$ cat src/rtl/rx_frontend.sv
// UART receive front end: synchronises the serial line, detects start bits, samples mid-bit,
// checks parity/stop bits and delivers each character as a one-cycle valid pulse with error flags.
module rx_frontend (
  input  logic        clk_i,
  input  logic        rst_i,
  input  logic [15:0] cr_clk_div_i,
  input  logic        cr_ds_i,
  input  logic [1:0]  cr_p_i,
  input  logic        cr_s_i,
  input  logic        uart_rx_i,
  output logic [7:0]  dr_o,
  output logic        output_valid_o,
  output logic        pe_o,
  output logic        fe_o
);

  typedef enum logic [2:0] {IDLE, START, DATA, PARITY, STOP1, STOP2} state_t;

  state_t      r_state;
  state_t      w_next;
  logic        r_sync1;
  logic        r_sync2;
  logic        r_prev;
  logic [15:0] r_div;
  logic [15:0] r_cnt;
  logic        r_ds;
  logic [1:0]  r_p;
  logic        r_s;
  logic [7:0]  r_shift;
  logic [2:0]  r_bitcnt;
  logic        r_pe;
  logic        r_fe;

  logic        w_rx;
  logic        w_edge;
  logic        w_tick;
  logic        w_last_bit;
  logic        w_done;
  logic [15:0] w_div_in;

  assign w_rx       = r_sync2;
  assign w_edge     = r_prev & ~r_sync2;
  assign w_tick     = (r_cnt == '0);
  assign w_last_bit = (r_bitcnt == (r_ds ? 3'd6 : 3'd7));
  assign w_div_in   = (cr_clk_div_i < 16'd2) ? 16'd2 : cr_clk_div_i;

  always_ff @(posedge clk_i) begin
    if (rst_i) r_state <= IDLE;
    else       r_state <= w_next;
  end

  always_comb begin
    w_next = r_state;
    w_done = 1'b0;
    case (r_state)
      IDLE:   if (w_edge) w_next = START;
      START:  if (w_tick) w_next = w_rx ? IDLE : DATA;
      DATA:   if (w_tick && w_last_bit) w_next = r_p[1] ? PARITY : STOP1;
      PARITY: if (w_tick) w_next = STOP1;
      STOP1: begin
        if (w_tick) begin
          if (r_s) begin
            w_next = STOP2;
          end else begin
            w_next = IDLE;
            w_done = 1'b1;
          end
        end
      end
      STOP2: begin
        if (w_tick) begin
          w_next = IDLE;
          w_done = 1'b1;
        end
      end
      default: w_next = IDLE;
    endcase
  end

  always_ff @(posedge clk_i) begin
    if (rst_i) begin
      r_sync1        <= 1'b1;
      r_sync2        <= 1'b1;
      r_prev         <= 1'b1;
      r_div          <= 16'd2;
      r_cnt          <= '0;
      r_ds           <= 1'b0;
      r_p            <= '0;
      r_s            <= 1'b0;
      r_shift        <= '0;
      r_bitcnt       <= '0;
      r_pe           <= 1'b0;
      r_fe           <= 1'b0;
      dr_o           <= '0;
      output_valid_o <= 1'b0;
      pe_o           <= 1'b0;
      fe_o           <= 1'b0;
    end else begin
      r_sync1        <= uart_rx_i;
      r_sync2        <= r_sync1;
      r_prev         <= r_sync2;
      output_valid_o <= 1'b0;
      if (r_state == IDLE) begin
        if (w_edge) begin
          r_div    <= w_div_in;
          r_ds     <= cr_ds_i;
          r_p      <= cr_p_i;
          r_s      <= cr_s_i;
          r_cnt    <= (w_div_in >> 1) - 16'd1;
          r_shift  <= '0;
          r_bitcnt <= '0;
          r_pe     <= 1'b0;
          r_fe     <= 1'b0;
        end
      end else if (w_tick) begin
        r_cnt <= r_div - 16'd1;
        case (r_state)
          DATA: begin
            r_shift[r_bitcnt] <= w_rx;
            r_bitcnt          <= r_bitcnt + 3'd1;
          end
          PARITY:       r_pe <= ((^r_shift) ^ w_rx) != r_p[0];
          STOP1, STOP2: if (!w_rx) r_fe <= 1'b1;
          default:      ;
        endcase
      end else begin
        r_cnt <= r_cnt - 16'd1;
      end
      // the final stop sample completes the frame, so fold it into fe directly
      if (w_done) begin
        output_valid_o <= 1'b1;
        dr_o           <= r_shift;
        pe_o           <= r_pe;
        fe_o           <= r_fe | ~w_rx;
      end
    end
  end

endmodule

$ cat config.mk
export PLATFORM = sky130hd
export DESIGN_NAME = rx_frontend
export DESIGN_NICKNAME = d
export VERILOG_FILES = /design/src/rtl/rx_frontend.sv
export SDC_FILE = /design/constraint.sdc
export NUM_CORES = 1
export LEC_CHECK = 0
export ABC_AREA = 1
export CAP_MARGIN = 20
export CORE_MARGIN = 4
export CORE_UTILIZATION = 57
export CTS_CLUSTER_DIAMETER = 120
export DETAILED_ROUTE_END_ITERATION = 12
export GPL_ROUTABILITY_DRIVEN = 0
export PLACE_DENSITY = 0.79
export SLEW_MARGIN = 30
export SYNTH_ARGS = -nofsm -noshare
export SYNTH_HDL_FRONTEND = slang
export SYNTH_SLANG_ARGS = --single-unit
$ cat constraint.sdc
create_clock -name clk_i -period 2.4 [get_ports clk_i]
set_clock_uncertainty 0.05 [all_clocks]
set_input_delay 0.6 -clock clk_i [delete_from_list [all_inputs] [get_ports clk_i]]
set_output_delay 0.6 -clock clk_i [all_outputs]
set_load 0.02 [all_outputs]
==> results.json <==
{
  "grt.busiest_layer": "met2",
  "fin_setup_tns_ps": 0,
  "rows": 28,
  "fmax_mhz": 462,
  "area_growth_pct": 18.8,
  "via_count": 3529,
  "hold_path.class": "reg -> reg",
  "synth-adder-area-share_pct": 0.698,
  "drive_gt1_share_pct": 17.6,
  "synth_nets": 527,
  "finalNetCount": 576,
  "synth_top_family_by_area": "simple AND/OR/NAND/NOR gates",
  "yosys_warnings": 0,
  "start_kind": "flip-flop",
  "fin_ws_ps": 237,
  "finalPower_mw": 5.05,
  "synth_edf_count": 0,
  "syn_avg_cell_area_um2": 7.14,
  "initial_core_util_pct": 59.5,
  "fillers": 518,
  "mostFrequentLayoutCell": "nand2_1",
  "multi_input_area_um2": 1880,
  "power.leakage_nw": 1.85,
  "cts_tree": "built",
  "synth.top_cell.area_share_pct": 36.9,
  "syn_area_um2": 3580,
  "clkSinkCount": 66,
  "numCtsBuffers": 9,
  "syn_inst": 502,
  "maxCapViolations": 0,
  "drt_pass1_iterations": 5,
  "grt.total_usage_pct": 24.6,
  "post-cts-setup-buffers": 0,
  "pwr-share-seq_pct": 28.1,
  "dpl_worst_slack_ps": -86.3,
  "wl_per_cell_um": 14.1,
  "synth_xor_area_share_pct": 3.18,
  "wl_um": 8880,
  "relSlewSlack_pct": 71.9,
  "setup_viol": 0,
  "fp.dieH_um": 87.3,
  "swShare_pct": 49.1,
  "rsz0062_at_grt": "no",
  "final_antenna_net_count": 0,
  "port_buffers": 33,
  "final_cell_mix": "nand2_1 (85), dfxtp_1 (66), inv_1 (56)",
  "p_clk_share_pct": 16.4,
  "synth_compound_area_share_pct": 16.6,
  "crit_required_ps": 2600,
  "synthSimpleGateAreaFrac_pct": 31.9,
  "ioPinCount": 34,
  "die_area_um2": 7620,
  "root_buffer": "clkbuf_8",
  "grt_antenna_before_repair": 0,
  "drt_iter0_drc": 245,
  "via_per_inst": 5.59,
  "hold_ws_ps": 376,
  "use_met2_pct": 38.2,
  "cts_hold_buffers": 0,
  "synthMuxAreaShare_pct": 0,
  "p_int_mw": 2.57,
  "grt_max_degree": 34,
  "arrival_ps": 2360,
  "yosysTopAreaCell": "dfxtp_1",
  "synth_seq_area_share_pct": 36.9,
  "status": "finished clean",
  "diodes": 0,
  "final_cells": 631,
  "hpwlAfterDp_um": 6430,
  "powerDensity_nw_per_um2": 1190,
  "ys_ff_latch": 66,
  "met1_usage_pct": 33.3,
  "clk_latency_ps": 350,
  "grt_pass1_vias": 3214,
  "p_sw_mw": 2.48,
  "fin_crit_sh_pct": 90.1,
  "clkTransAtPathRegs_ps": 70,
  "combPwrFrac_pct": 55.5,
  "worst_slew_pin_slew_ps": 418,
  "critPathCaptureType": "flip-flop",
  "synth.area.top_cells": "dfxtp_1 (37%), nand2_1 (8.9%), nand3_1 (7.4%)",
  "irDropWorstVdd_uv": 728,
  "async_flop_share_pct": 0,
  "drv_slew": 0,
  "grt_use_met3_pct": 4.82,
  "cts_max_level": 3,
  "cp_max_fo": 13,
  "crit_type": "reg -> reg",
  "grt_pass1_wl_um": 14800,
  "gr-total-overflow": 0,
  "ff_latch_area_um2": 1320,
  "dp_cells": 615,
  "drc_errors": 0,
  "cts_resized": 0,
  "fp.coreArea_um2": 6030,
  "synth.distinct_cells": 35,
  "synth_flop_cell": "dfxtp_1",
  "fin_crit_ps": 2160,
  "die_width_um": 87.3,
  "hold_viol": 0,
  "clockBufferDepth": 2
}
==> state kept, by name, indices dropped and copies added, names as in the netlist <==
register	cells
r_cnt	16
r_div	16
dr_o	8
r_shift	8
r_bitcnt	3
r_state	3
r_p	2
fe_o	1
output_valid_o	1
pe_o	1
r_ds	1
r_fe	1
r_pe	1
r_prev	1
r_s	1
r_sync1	1
r_sync2	1
==> routing by layer <==
| metal | routed length (µm) | share of wire [%] | vias up |
|---|---|---|---|
| met3 | 603 | 6.8 | 19 |
| met2 | 4000 | 45 | 152 |
| li1 | - | - | 1758 |
| met1 | 4120 | 46 | 1600 |
| met5 | 0 | 0 | - |
| met4 | 159 | 1.8 | 0 |
==> power groups by stage <==
stage          registers [mW]  clock network, mW  logic (mW)
4_1_cts                  1.41              0.834        2.75
3_3_place_gp             1.43                  0        2.66
6_report                 1.42              0.827        2.80
5_1_grt                  1.44              0.886        3.12
3_5_place_dp             1.44                  0        2.74
2_1_floorplan            1.40                  0        2.24
==> cells by family (layout without fill, tap and decap cells) <==
kind of cell    Yosys count  in the layout
compound gates          102            102
simple gates            230            230
buf+inv                  89            143
flops                    66             66
xor+xnor                 13             13
fa+ha+maj                 2              2
==> Yosys cell counts, types with 5 or more instances <==
| master | instances |
|---|---|
| nor2_1 | 38 |
| nand2_1 | 85 |
| a21oi_1 | 41 |
| dfxtp_1 | 66 |
| buf_6 | 5 |
| nand2_2 | 19 |
| inv_1 | 56 |
| nand4_1 | 7 |
| a311oi_1 | 11 |
| a22oi_1 | 8 |
| nor2_2 | 5 |
| nand3_1 | 53 |
| nand3_2 | 9 |
| nor2_4 | 6 |
| o21ai_0 | 30 |
| clkbuf_1 | 8 |
| buf_2 | 7 |
| inv_2 | 11 |
| xor2_1 | 9 |
==> through the flow <==
stage                     cell area (µm²)  util (%)
after floorplan                      3580         -
after detailed placement             4090      67.8
after global placement               4090      67.8
after global routing                 4260      70.6
final                                4260      70.6
after CTS                            4260      70.6
==> worst paths after layout <==
check / startpoint / end / slack (ps) / cells after the start
worst min register to register: r_sync1 / r_sync2 / 380 / 1
worst min-delay path: r_sync1 / r_sync2 / 380 / 1
worst max-delay path: r_cnt[4] / r_cnt[10] / 240 / 15
worst max register to register: r_cnt[4] / r_cnt[10] / 240 / 15
==> critical path, cell delays in order (launching register included) <==
cell     delay, ps
dfxtp_1        340
nor2_1         130
nand2_1        100
nor2_4         320
nand3_1        120
nand3_1        110
nand2_2         90
ha_1           230
nand3_2        130
inv_2           50
nand2_2        110
inv_2           50
nand3_1         60
nand3_1         70
nand2_1         70
inv_1           30
==> layout make-up <==
cell class,instances,share of cell area [%]
tap,75,2.20
sequential,66,31.0
clock buffer,9,2.91
clock inverter,7,1.09
inverter,68,6.06
timing repair buffer,59,12.6
multi-input combinational,347,44.1
Power figures use the tool's default switching activity.
